==> src/rtl/inv_trig_unit_pkg.sv <==
`default_nettype none
// ============================================================================
//  Module      : inv_trig_unit_pkg
//  Description : Shared definitions for the inverse-trigonometry unit:
//                operand width, BF16 angle constants, mode codes, FSM state
//                encoding and the CORDIC atan angle table (degrees, 10
//                fractional bits).
//  Revision    : 1.0 - initial release
// ============================================================================
package inv_trig_unit_pkg;

  localparam int INPUTOUTBIT   = 16;
  localparam int A_LIMIT       = 999;   // largest legal operand magnitude
  localparam int ATAN_TAB_LEN  = 12;
  localparam int ATAN_TAB_FRAC = 10;    // fractional bits the table is built for

  // BF16 angle constants (degrees)
  localparam logic [15:0] BF16_ZERO = 16'h0000;
  localparam logic [15:0] BF16_P45  = 16'h4234;
  localparam logic [15:0] BF16_P90  = 16'h42B4;
  localparam logic [15:0] BF16_N90  = 16'hC2B4;
  localparam logic [15:0] BF16_P180 = 16'h4334;
  localparam logic [15:0] BF16_NAN  = 16'hFFC0;

  typedef enum logic [1:0] {
    MODE_ASIN = 2'd0,
    MODE_ACOS = 2'd1,
    MODE_ATAN = 2'd2,
    MODE_RSVD = 2'd3
  } mode_e;

  typedef enum logic [2:0] {
    ST_IDLE = 3'd0,
    ST_LOAD = 3'd1,
    ST_ITER = 3'd2,
    ST_PACK = 3'd3,
    ST_DONE = 3'd4
  } state_e;

  // round(atan(2^-i) * 180/pi * 2^10); entries past the table read as zero
  function automatic logic [16:0] atan_deg(input logic [3:0] idx);
    logic [16:0] val;
    case (idx)
      4'd0:    val = 17'd46080;
      4'd1:    val = 17'd27203;
      4'd2:    val = 17'd14373;
      4'd3:    val = 17'd7296;
      4'd4:    val = 17'd3662;
      4'd5:    val = 17'd1833;
      4'd6:    val = 17'd917;
      4'd7:    val = 17'd458;
      4'd8:    val = 17'd229;
      4'd9:    val = 17'd115;
      4'd10:   val = 17'd57;
      4'd11:   val = 17'd29;
      default: val = 17'd0;
    endcase
    return val;
  endfunction

endpackage
`default_nettype wire

==> src/rtl/inv_trig_unit_fx_to_bf16.sv <==
`default_nettype none
// ============================================================================
//  Module      : fx_to_bf16
//  Description : Combinational unsigned fixed-point magnitude to BF16 packer.
//                Leading-one normalisation, round-to-nearest-even to 7
//                mantissa bits, renormalisation on rounding carry-out.
//                A zero magnitude always yields +0 regardless of sign.
//  Ports       : mag_i  - unsigned magnitude, FRAC fractional bits
//                sign_i - sign to apply to a non-zero result
//                bf16_o - packed BF16 value
//  Revision    : 1.0 - initial release
// ============================================================================
module fx_to_bf16 #(
  parameter int MAG_W = 17,
  parameter int FRAC  = 10
) (
  input  logic [MAG_W-1:0] mag_i,
  input  logic             sign_i,
  output logic [15:0]      bf16_o
);

  // Nine zero bits below the input guarantee mantissa, guard and sticky
  // positions exist for any MAG_W.
  localparam int XW = MAG_W + 9;
  localparam int SW = $clog2(XW) + 1;
  localparam logic [7:0] EXP_OFS = 8'(127 - FRAC);

  logic [SW-1:0] lead;
  logic [SW-1:0] shamt;
  logic [XW-1:0] norm;
  logic [6:0]    mant;
  logic          guard;
  logic          sticky;
  logic          rnd_up;
  logic [7:0]    mant_r;
  logic [7:0]    exp_b;

  always_comb begin
    lead = '0;
    for (int k = 0; k < MAG_W; k++) begin
      if (mag_i[k]) lead = SW'(k);
    end
    shamt  = SW'(MAG_W - 1) - lead;
    norm   = {mag_i, 9'd0} << shamt;          // leading one lands on bit XW-1
    mant   = norm[XW-2 -: 7];
    guard  = norm[XW-9];
    sticky = |norm[XW-10:0];
    rnd_up = guard & (sticky | mant[0]);
    mant_r = {1'b0, mant} + {7'd0, rnd_up};
    // A carry-out leaves mant_r[6:0] all zero, so only the exponent moves.
    exp_b  = EXP_OFS + 8'(lead) + {7'd0, mant_r[7]};
    if (mag_i == '0) begin
      bf16_o = 16'h0000;
    end else begin
      bf16_o = {sign_i, exp_b, mant_r[6:0]};
    end
  end

endmodule
`default_nettype wire

==> src/rtl/inv_trig_unit.sv <==
`default_nettype none
// ============================================================================
//  Module      : inv_trig_unit
//  Description : Multi-cycle asin/acos/atan unit. Integer operand in, BF16
//                angle in degrees out. asin/acos resolve -1/0/1 directly;
//                atan runs a vectoring-mode CORDIC over ITER cycles.
//  Ports       : clk, rst_n (async, active low)
//                start  - level request, sampled in IDLE
//                mode   - 0 asin, 1 acos, 2 atan, 3 reserved
//                a      - signed integer operand, legal [-999, 999]
//                result - BF16 angle; error - NaN/illegal flag
//                done   - result valid; busy - LOAD..PACK in progress
//  Revision    : 1.0 - initial release
// ============================================================================
module inv_trig_unit
  import inv_trig_unit_pkg::*;
#(
  parameter int ITER     = 12,
  parameter int ANG_FRAC = 10
) (
  input  logic                          clk,
  input  logic                          rst_n,
  input  logic                          start,
  input  logic [1:0]                    mode,
  input  logic signed [INPUTOUTBIT-1:0] a,
  output logic [15:0]                   result,
  output logic                          error,
  output logic                          done,
  output logic                          busy
);

  localparam int XYW = INPUTOUTBIT + ITER + 2;
  localparam int ZW  = 7 + ANG_FRAC + 1;
  localparam logic signed [XYW-1:0] XY_ONE = XYW'(64'd1 << ITER);
  localparam logic signed [ZW-1:0]  Z_MAX  = ZW'(64'd90 << ANG_FRAC);

  state_e                  state_q;
  logic signed [XYW-1:0]   x_q, y_q;
  logic signed [ZW-1:0]    z_q;
  logic [3:0]              iter_q;
  logic                    neg_q;
  logic [INPUTOUTBIT-1:0]  abs_q;
  logic [15:0]             result_q;
  logic                    error_q, done_q, busy_q;

  logic [INPUTOUTBIT-1:0]  abs_a;
  logic                    a_legal, a_small, a_zero;
  logic [15:0]             small_res;
  logic [16:0]             tab_raw;
  logic signed [ZW-1:0]    tab_val;
  logic [ZW-2:0]           z_mag;
  logic [15:0]             packed_res;

  assign abs_a   = a[INPUTOUTBIT-1] ? INPUTOUTBIT'(-a) : INPUTOUTBIT'(a);
  assign a_legal = (a >= -INPUTOUTBIT'(A_LIMIT)) && (a <= INPUTOUTBIT'(A_LIMIT));
  assign a_small = (abs_a <= INPUTOUTBIT'(1));
  assign a_zero  = (a == '0);

  // Direct asin/acos answers for the only defined integer inputs.
  always_comb begin
    small_res = BF16_ZERO;
    if (mode_e'(mode) == MODE_ASIN) begin
      if (a_zero)                small_res = BF16_ZERO;
      else if (a[INPUTOUTBIT-1]) small_res = BF16_N90;
      else                       small_res = BF16_P90;
    end else begin
      if (a_zero)                small_res = BF16_P90;
      else if (a[INPUTOUTBIT-1]) small_res = BF16_P180;
      else                       small_res = BF16_ZERO;
    end
  end

  assign tab_raw = atan_deg(iter_q);

  // The table is built for ATAN_TAB_FRAC fractional bits; rescale to ANG_FRAC.
  generate
    if (ANG_FRAC >= ATAN_TAB_FRAC) begin : g_tab_up
      assign tab_val = ZW'(tab_raw) << (ANG_FRAC - ATAN_TAB_FRAC);
    end else begin : g_tab_dn
      assign tab_val = ZW'(tab_raw >> (ATAN_TAB_FRAC - ANG_FRAC));
    end
  endgenerate

  // Residual CORDIC error can push z slightly outside [0, 90 deg].
  always_comb begin
    if (z_q[ZW-1])        z_mag = '0;
    else if (z_q > Z_MAX) z_mag = Z_MAX[ZW-2:0];
    else                  z_mag = z_q[ZW-2:0];
  end

  fx_to_bf16 #(
    .MAG_W (ZW - 1),
    .FRAC  (ANG_FRAC)
  ) u_pack (
    .mag_i  (z_mag),
    .sign_i (neg_q),
    .bf16_o (packed_res)
  );

  always_ff @(posedge clk or negedge rst_n) begin
    if (!rst_n) begin
      state_q  <= ST_IDLE;
      x_q      <= '0;
      y_q      <= '0;
      z_q      <= '0;
      iter_q   <= '0;
      neg_q    <= 1'b0;
      abs_q    <= '0;
      result_q <= 16'h0000;
      error_q  <= 1'b0;
      done_q   <= 1'b0;
      busy_q   <= 1'b0;
    end else begin
      case (state_q)
        ST_IDLE: begin
          done_q  <= 1'b0;
          error_q <= 1'b0;
          if (start) begin
            neg_q <= a[INPUTOUTBIT-1];
            abs_q <= abs_a;
            if (!a_legal || (mode_e'(mode) == MODE_RSVD) ||
                ((mode_e'(mode) != MODE_ATAN) && !a_small)) begin
              result_q <= BF16_NAN;
              error_q  <= 1'b1;
              done_q   <= 1'b1;
              state_q  <= ST_DONE;
            end else if (mode_e'(mode) == MODE_ATAN) begin
              busy_q  <= 1'b1;
              state_q <= ST_LOAD;
            end else begin
              result_q <= small_res;
              done_q   <= 1'b1;
              state_q  <= ST_DONE;
            end
          end
        end
        ST_LOAD: begin
          x_q     <= XY_ONE;
          y_q     <= $signed({{(XYW-INPUTOUTBIT){1'b0}}, abs_q} << ITER);
          z_q     <= '0;
          iter_q  <= '0;
          state_q <= ST_ITER;
        end
        ST_ITER: begin
          // Both shifts read the pre-update x and y.
          if (!y_q[XYW-1]) begin
            x_q <= x_q + (y_q >>> iter_q);
            y_q <= y_q - (x_q >>> iter_q);
            z_q <= z_q + tab_val;
          end else begin
            x_q <= x_q - (y_q >>> iter_q);
            y_q <= y_q + (x_q >>> iter_q);
            z_q <= z_q - tab_val;
          end
          iter_q <= iter_q + 4'd1;
          if (iter_q == 4'(ITER - 1)) state_q <= ST_PACK;
        end
        ST_PACK: begin
          result_q <= packed_res;
          error_q  <= 1'b0;
          done_q   <= 1'b1;
          busy_q   <= 1'b0;
          state_q  <= ST_DONE;
        end
        ST_DONE: begin
          if (!start) begin
            done_q  <= 1'b0;
            error_q <= 1'b0;
            state_q <= ST_IDLE;
          end
        end
        default: begin
          state_q <= ST_IDLE;
          busy_q  <= 1'b0;
          done_q  <= 1'b0;
        end
      endcase
    end
  end

  assign result = result_q;
  assign error  = error_q;
  assign done   = done_q;
  assign busy   = busy_q;

endmodule
`default_nettype wire

==> config.mk <==
export PLATFORM = sky130hd
export DESIGN_NAME = inv_trig_unit
export DESIGN_NICKNAME = d
export VERILOG_FILES = /design/src/rtl/inv_trig_unit_pkg.sv /design/src/rtl/inv_trig_unit_fx_to_bf16.sv /design/src/rtl/inv_trig_unit.sv
export SDC_FILE = /design/constraint.sdc
export NUM_CORES = 1
export LEC_CHECK = 0
export BUFFER_PORTS_ARGS = -buffer_cell sky130_fd_sc_hd__buf_2
export CAP_MARGIN = 0
export CORE_MARGIN = 8
export CORE_UTILIZATION = 50
export DETAILED_ROUTE_END_ITERATION = 12
export GPL_ROUTABILITY_DRIVEN = 1
export PLACE_DENSITY = 0.72
export SLEW_MARGIN = 10
export SYNTH_ARGS = -nofsm -noshare
export SYNTH_HDL_FRONTEND = slang
export SYNTH_SLANG_ARGS = --single-unit
==> constraint.sdc <==
create_clock -name clk -period 14.6 [get_ports clk]
set_clock_uncertainty 0.1 [all_clocks]
set_input_delay 1.46 -clock clk [delete_from_list [all_inputs] [get_ports clk]]
set_output_delay 1.46 -clock clk [all_outputs]
set_load 0.03 [all_outputs]
==> results summary, run 1 <==
The flow ran to the end, and the final reports show no timing, DRC or antenna violations. The number of distinct standard cells referenced by the synthesized netlist is between 90 and 100. The cell count of the worst reg-to-reg path is 21. The clock sink total is approximately 120. For this run, the top clock speed supported by timing is around 0.15 GHz. The most common flop cell mapped by yosys is dfrtp_1. The count of standard-cell rows is 63. The net count after synthesis came out at ~1900. The worst-case IR drop observed on VDD is 0.0723 mV. The maximum fanout encountered on the critical timing path is just over 60. The number of failing hold endpoints at the final stage came out at 0. The worst setup path is captured at a register. The category of the most critical setup path is reg2reg. TritonCTS built the clock tree. The first global-routing pass estimated approximately 67000 um of wire. The remaining routing DRC violations came out at 0. Cells with a size suffix above 1 make up roughly an eighth of the layout.

The switching share of power came out at between 30% and 40%. In this run the biggest area consumer among cell types represents 20.6% of the synthesized area. The detail route stage leaves a number of antenna-violating nets equal to 0. The element type at the critical path start is a register. After layout, the minimum clock period comes to just under 7 ns.

In this run, the number of DRC markers left after iteration 0 of detailed routing was about 1400. The register bit count reported by yosys came out at roughly 120. The required time of the critical path is roughly 15 ns. The part of the total power dissipated in the clock network is about a third. The maximum count of clock buffers along a single path is 2. The post-cts gate resize count is 0. The flip-flop and latch area came out at between 3000 and 4000 um^2.

The Yosys step of the flow raised 0 warnings. The global-route total usage across every layer is a little under a quarter. The iteration count of the initial detailed-routing pass came out at 5. Summed over all cells, the static leakage comes to roughly 6.6 nW. The number of cells after detailed placement is around 2100. The die is roughly 190 um wide. Once layout is done, the placed cells without fillers occupy between 15000 and 20000 um^2. Setup repair after global routing left no endpoint under its margin.

The power per standard cell area is about 91 nW/um^2. The initial core utilization came out at about 50%. The internal power of the cells came out at between 0.8 and 0.9 mW. The pin count of the biggest net entering global routing is 83. The number of instances in the synthesized netlist came out at about 1800.

The async set-or-reset flop fraction in the synthesized netlist came out at 100%. The area used by multi-input combinational logic came out at 11100 um^2. The final number of setup-violating endpoints came out at 0.

The mapped netlist covers about 15000 um^2. The number of clock buffers inserted by TritonCTS is 17. The count of inserted antenna diode cells is 0. The number of pins with negative max-slew slack in the final report is 0.

The floorplan die area came out at 35200 um^2. The count of placed standard cells in the final layout, fillers left out came out at about 2100. The share of the clock period used by the worst path came out at 46.7%. The post-synthesis sequential area ratio came out at approximately a fifth. The sequential fraction of design power is roughly a quarter. The wire-length estimate of the detail-placed layout is ~30000 um.

The H-tree depth is 4. The count of vias placed by the detailed router came out at about 14000. Power comes to around 1.4 mW.

The synthesized design contains 0 enable-type register cells. The clock root buffer master is clkbuf_16. In the final design database the tool counted 1857 nets. After global routing the overflow that remains totals 0. The count of buffers from port buffering is 39. The transition time of the tightest slew-check pin is 1.03 ns. The hold buffer count at cts is 0. The smallest hold slack is approximately 0.38 ns. The max capacitance violation total is 0. The average instance area after synthesis is slightly above 8 um^2. Adding up every negative setup slack in the final design gives 0 ns.

The final-layout fill cell count came out at 2783. Relative to the synthesized area, the layout overhead comes to 6.91%. The area of the placeable core is a little under 30000 um^2.

In this run the post-CTS setup repair buffer count came out at 0. The via count of the first global-routing pass came out at between 10000 and 15000. The via density per instance came out at approximately 6.4.

Measured along the y axis, the die boundary spans roughly 190 um. The combinational power share is between 40% and 50%. The top cell types in the final layout, fill and taps aside, are nand2_1 (163), nor2_1 (163), o21ai_0 (134). In the final routed layout, each cell accounts on average for 19.0 um. The post-detailed-placement cell area came out at 15100 um^2.

The total length of routed wires is between 40000 and 50000 um. The number of top-level pins is 40. The biggest area contributor in the post-synthesis netlist is dfrtp_1.

The signal arrival time at the worst endpoint came out at between 7 and 8 ns. The number of antenna violations at the first check in global routing came out at 0. The headroom to the max-slew limit is 31.1%. Routability-driven placement finished with a final weighted congestion of 0.935.

Clock-pin slew was measured on the worst setup and hold paths at around 0.070 ns. In this run the worst hold path is classified as reg2reg. The worst hold path passes through 2 cells. Ranked by total cell area, the synthesized netlist is headed by dfrtp_1 (21%), mux4_2 (11%), ha_1 (7.6%), o21ai_0 (4.6%), a21oi_1 (4.5%). Summed over all nets, the switching power comes to around 0.56 mW. The insertion delay of the later-clocked pin in the worst-skew pair is 0.44 ns.
worst max-delay path, cell delays in order (launching register included):
cell	delay, ns
dfrtp_4	0.45
buf_4	0.79
mux4_2	0.66
mux4_2	0.54
nor4_4	0.35
and3_1	0.25
nand2_1	0.07
nor2_1	0.30
a21oi_1	0.13
xnor2_1	0.17
ha_1	0.37
a21o_1	0.20
a21oi_1	0.12
o21ai_0	0.13
and3_1	0.22
o41a_1	0.47
a221o_1	0.39
a21o_1	0.18
a21o_1	0.21
a221oi_1	0.31
xor2_1	0.17
a21oi_1	0.08
synth_stat cells (6+ instances only):
master	number
ha_1	90
and3_1	17
nand2_1	164
nand3_1	31
mux2i_1	34
mux4_2	73
a21o_1	39
and2_1	21
nor4_1	9
nor3_1	36
a21oi_1	133
mux2_2	22
a221oi_1	10
a32o_1	7
o21bai_1	7
o21ai_1	9
o22ai_1	19
a211o_1	6
dfrtp_1	121
nand4_1	9
nand2b_1	28
and4_1	6
or2_2	11
buf_1	21
inv_1	54
a22oi_1	13
a211oi_1	16
o211ai_1	13
xor2_1	71
o21a_1	25
nor2b_1	20
a31oi_1	27
buf_2	17
nor2_1	164
or3_1	13
o31ai_1	24
clkbuf_1	62
a22o_1	10
o21ai_0	134
xnor2_1	71
flip-flops by register name, indices dropped and copies added (netlist names):
| name | count |
|---|---|
| error | 1 |
| busy | 1 |
| y_q | 30 |
| done | 1 |
| abs_q | 16 |
| z_q | 18 |
| neg_q | 1 |
| state_q | 3 |
| iter_q | 4 |
| x_q | 30 |
| result | 16 |
metal layers:
layer | vias to the layer above | global-route usage, % | routed length [um] | part of all wire, %
met5 | - | 0 | 0 | 0
li1 | 6552 | - | - | -
met2 | 492 | 37.3 | 19500 | 48
met3 | 82 | 3.03 | 2170 | 5.3
met4 | 0 | 8.06 | 1050 | 2.6
met1 | 6554 | 30.5 | 18100 | 44
cell families after synthesis:
family          count (synthesis)  synth area share, %
compound gates                557                 24.4
xor+xnor                      142                 8.44
fa+ha+maj                      93                 8.05
buf+inv                       162                 4.50
flops                         121                 20.6
mux                           130                 15.2
simple gates                  568                 18.8
final cells by class:
| cell class | instances | share of cell area (%) |
|---|---|---|
| clock buffers | 17 | 2.70 |
| well taps | 390 | 3.10 |
| flip-flops and latches | 121 | 19.3 |
| repair buffers | 55 | 2.02 |
| inverters | 58 | 1.38 |
| clock inverters | 15 | 1.29 |
| multi-input cells | 1490 | 70.2 |
power groups by stage:
| stage | sequential [mW] | combinational, mW | clock [mW] |
|---|---|---|---|
| finish | 0.373 | 0.603 | 0.464 |
| global placement | 0.378 | 0.586 | 0 |
| detailed placement | 0.379 | 0.594 | 0 |
| CTS | 0.373 | 0.597 | 0.472 |
| floorplan | 0.374 | 0.482 | 0 |
| global route | 0.375 | 0.671 | 0.484 |
per-stage QoR:
step / utilization [%] / setup slack (ns)
final: 53.7 / 7.78
after CTS: 53.7 / 7.74
after detailed placement: 51.6 / 7.75
after floorplan: - / 8.83
after global placement: 51.6 / 7.86
after global routing: 53.7 / 7.24
final timing paths:
path | startpoint | end | slack, ns
max | iter_q[0]$_DFFE_PN0N_ | y_q[27]$_DFFE_PN0N_ | 7.78
min | result[15]$_DFFE_PN0P_ | result[15]$_DFFE_PN0P_ | 0.38
max reg2reg | iter_q[0]$_DFFE_PN0N_ | y_q[27]$_DFFE_PN0N_ | 7.78
min reg2reg | result[15]$_DFFE_PN0P_ | result[15]$_DFFE_PN0P_ | 0.38
max in group asynchronous | rst_n | y_q[29]$_DFFE_PN0N_ | 12.54
min in group asynchronous | rst_n | x_q[24]$_DFFE_PN0N_ | 0.74
No activity file was read; power rests on OpenSTA's default activity.
==> inputs of run 2 (changes only) <==
==> constraint.sdc (replaced) <==
create_clock -name clk -period 7.1 [get_ports clk]
set_clock_uncertainty 0.1 [all_clocks]
set_input_delay 0.71 -clock clk [delete_from_list [all_inputs] [get_ports clk]]
set_output_delay 0.71 -clock clk [all_outputs]
set_load 0.03 [all_outputs]
==> run 2 against run 1 <==
Clock power is 89% higher. Clock-buffer cell count is 1 higher. Sequential share of layout area hardly changed. First-iteration DRC count is 2.3% higher. Power is 100% higher. Design area hardly changed. Worst hold slack hardly changed.
==> results summary, run 2 (same netlist as run 1, synthesis figures left out) <==
The worst setup path is captured at a register. The worst setup path is of the reg2reg kind. The signal on the critical path passes through mux4_2 > mux4_2 > nor4_4 > and3_1 > nand2_1 > nor2_1 > a21oi_1 > xnor2_1 > ha_1 > a21o_1 > a21oi_1 > o21ai_0 > and3_1 > o41a_1 > a221o_1 > a21o_1 > a21o_1 > a221oi_1 > xor2_1 > a21oi_1. The signal arrival time at the worst endpoint was 6.82 ns (-0.20 ns). In this run the critical register-to-register path is captured at y_q[27]$_DFFE_PN0N_. The smallest hold slack came to 0.379 ns (-0.0000680 ns). The static leakage was 6.61 nW (-0.11%). The sequential fraction of design power came out at 26.8% (+0.9 points). The share of the clock period used by the worst path was 93.4% (+47 points). The detailed-route wire length per cell came to 19.5 um (+2.2%). The max capacitance violation total came out at 0 (unchanged). The pin count of the biggest net entering global routing is 83 (unchanged). The count of inserted antenna diode cells came to 0 (unchanged).

The worst hold path startpoint is result[15]$_DFFE_PN0P_. The post-detailed-placement cell area is 15100 um^2 (+0.20%). The synthesis-to-finish area growth came to 6.84% (about the same). The via density per instance is 6.52 (+2.2%).

The net load switching power came out at 1.15 mW (+110%). The via count of the first global-routing pass came to 13381 (+2.9%). The combinational power share is 43.0% (+1.1 points). The headroom to the max-slew limit is 31.2% (+0.12 points). The final-layout fill cell count came out at 2775 (-0.29%). The setup fix buffers added after clock tree synthesis is 0 (unchanged). Setup repair after global routing left no endpoint under its margin. The peak ir drop on the vdd network is 0.128 mV (+77%). The transition time of the tightest slew-check pin is 1.03 ns (-0.00309 ns). The switching share of power came out at 39.6% (+0.78 points).

The flow ran to the end, and the final reports show no timing, DRC or antenna violations. The sum of negative setup slack was 0 ns (unchanged). The number of pins with negative max-slew slack in the final report came to 0 (unchanged).

The top cell types in the final layout, fill and taps aside, are nand2_1 (163), nor2_1 (163), o21ai_0 (134). The remaining global-route overflow came out at 0 (unchanged). The first-pass GRT wire length came out at 69200 um (+2.8%). The hold path depth is 2 (unchanged). The number of top-level pins came out at 40 (unchanged).

The iteration count of the initial detailed-routing pass is 6 (+1). The final design instance area without fill was 15700 um^2 (about the same). The initial core utilization came out at 50.2% (unchanged). The required time of the critical path came out at 7.29 ns (-7.51 ns).

The share of final-layout standard cells stronger than drive strength 1 came out at 12.7% (+0.19 points). The launching point of the worst reg2reg path is iter_q[0]$_DFFE_PN0N_. The type of the tightest min-delay check is reg2reg.

The starting DRC count in detailed routing is 1389 (+2.3%). The power per standard cell area came out at 184 nW/um^2 (+100%). The vertical extent of the die came out at 188 um (unchanged). The area of the placeable core came to 29300 um^2 (unchanged).

The biggest cell delay along the critical path came out at 0.94 ns (+0.15 ns). In the final layout, the registers with the most flip-flops are x_q: 30 flops, y_q: 30 flops, z_q: 18 flops. The insertion delay of the later-clocked pin in the worst-skew pair came to 0.43 ns (about the same). The worst hold path terminates at result[15]$_DFFE_PN0P_. The final weighted congestion in routability-driven placement came to 0.935 (about the same). The slowest stage of the critical path is the dfrtp_4 cell. The net total in the final layout came out at 1862 (+0.27%). The count of standard-cell rows was 63 (unchanged). The maximum fanout encountered on the critical timing path is 47 (-24%). The half-perimeter wire length of the detailed placement result is 30900 um (+3.5%). The number of antenna violations at the first check in global routing is 0 (unchanged). The internal power of the cells was 1.75 mW (+99%). The maximum count of clock buffers along a single path is 2 (unchanged). The worst-case register-to-register setup slack came out at 0.47 ns (-7.31 ns).

The total length of routed wires is 41800 um (+2.5%). The clock sink total is 121 (unchanged). The residual antenna-violating net count after detailed routing came out at 0 (unchanged). The number of clock buffers inserted by TritonCTS is 17 (unchanged).

The final number of setup-violating endpoints is 0 (unchanged). The count of buffers from port buffering came out at 39 (unchanged). The element type at the critical path start is a register. The floorplan die area is 35200 um^2 (unchanged). The horizontal extent of the die came out at 188 um (unchanged).

The TritonCTS clock tree is yes. The peak clock frequency supported by timing came out at 0.151 GHz (+2.8%). The number of failing hold endpoints at the final stage came out at 0 (unchanged). The count of vias placed by the detailed router was 14018 (+2.5%).

The part of the total power dissipated in the clock network is 30.3% (-1.9 points). The post-cts gate resize count is 0 (unchanged). The cell count of the worst reg-to-reg path is 20 (-4.8%). The minimum clock period after layout came out at 6.63 ns (-0.187 ns). The total power came out at 2.90 mW (+100%). The remaining routing DRC violations was 0 (unchanged). The clock slew seen by the registers of the worst setup and hold paths is 0.06 ns (about the same).

The cell sitting at the root of the clock tree is a clkbuf_16. The global-route total usage across every layer came out at 23.4% (+0.62 points). The H-tree depth came to 4 (unchanged).
## run 2: per-stage QoR
stage / setup WS, ns / cells / util [%]
6_report: 0.468 / 2151 / 53.7
5_1_grt: 0.114 / 2151 / 53.7
4_1_cts: 0.524 / 2151 / 53.7
3_5_place_dp: 0.561 / 2118 / 51.7
3_3_place_gp: 0.702 / 2118 / 51.7
2_1_floorplan: 1.33 / 1773 / -
## run 2: worst max-delay path by stage
stage | start | endpoint | slack (ns) | cells after the start
3_5_place_dp | iter_q[0]$_DFFE_PN0N_ | y_q[27]$_DFFE_PN0N_ | 0.56 | 20
3_3_place_gp | iter_q[0]$_DFFE_PN0N_ | y_q[27]$_DFFE_PN0N_ | 0.70 | 20
6_report | iter_q[0]$_DFFE_PN0N_ | y_q[27]$_DFFE_PN0N_ | 0.47 | 20
2_1_floorplan | iter_q[3]$_DFFE_PN0N_ | y_q[27]$_DFFE_PN0N_ | 1.33 | 25
5_1_grt | iter_q[0]$_DFFE_PN0N_ | y_q[27]$_DFFE_PN0N_ | 0.11 | 20
4_1_cts | iter_q[0]$_DFFE_PN0N_ | y_q[27]$_DFFE_PN0N_ | 0.52 | 20
## run 2: power by group through the flow
stage | sequential [mW] | combinational (mW) | clock (mW)
final | 0.776 | 1.25 | 0.878
after global routing | 0.781 | 1.39 | 0.923
after CTS | 0.775 | 1.24 | 0.890
after detailed placement | 0.788 | 1.23 | 0
after floorplan | 0.768 | 0.992 | 0
after global placement | 0.786 | 1.21 | 0
## run 2: routing by layer
metal | up-vias | share of wire, % | track usage [%]
met5 | - | 0 | 0
met4 | 0 | 3.0 | 9.03
met3 | 92 | 5.4 | 2.86
met2 | 519 | 49 | 39.9
met1 | 6830 | 42 | 29.9
li1 | 6577 | - | -
## run 2: area by class of cell
| cell class | count | area (um^2) | share of cell area (%) |
|---|---|---|---|
| Tap cell | 390 | 488 | 3.10 |
| Clock buffer | 18 | 439 | 2.79 |
| Clock inverter | 14 | 139 | 0.882 |
| Multi-Input combinational cell | 1490 | 11100 | 70.3 |
| Sequential cell | 121 | 3040 | 19.3 |
| Timing Repair Buffer | 60 | 358 | 2.27 |
| Inverter | 58 | 218 | 1.38 |
## run 2: worst max-delay path: cells and delay by family, from the launching register on
kind                     cells  cell delay, ns
multiplexers                 2            1.20
AND/OR/NAND/NOR              5            1.24
flip-flops                   1            0.94
XOR/XNOR                     2            0.35
adder cells (fa/ha/maj)      1            0.36
AO/OA/AOI/OAI               10            2.27
## run 2: repair_timing
action                                 in CTS  in global routing
setup endpoints to repair                   0                  0
hold buffers                                1                  0
endpoints found under the hold margin       2                  0
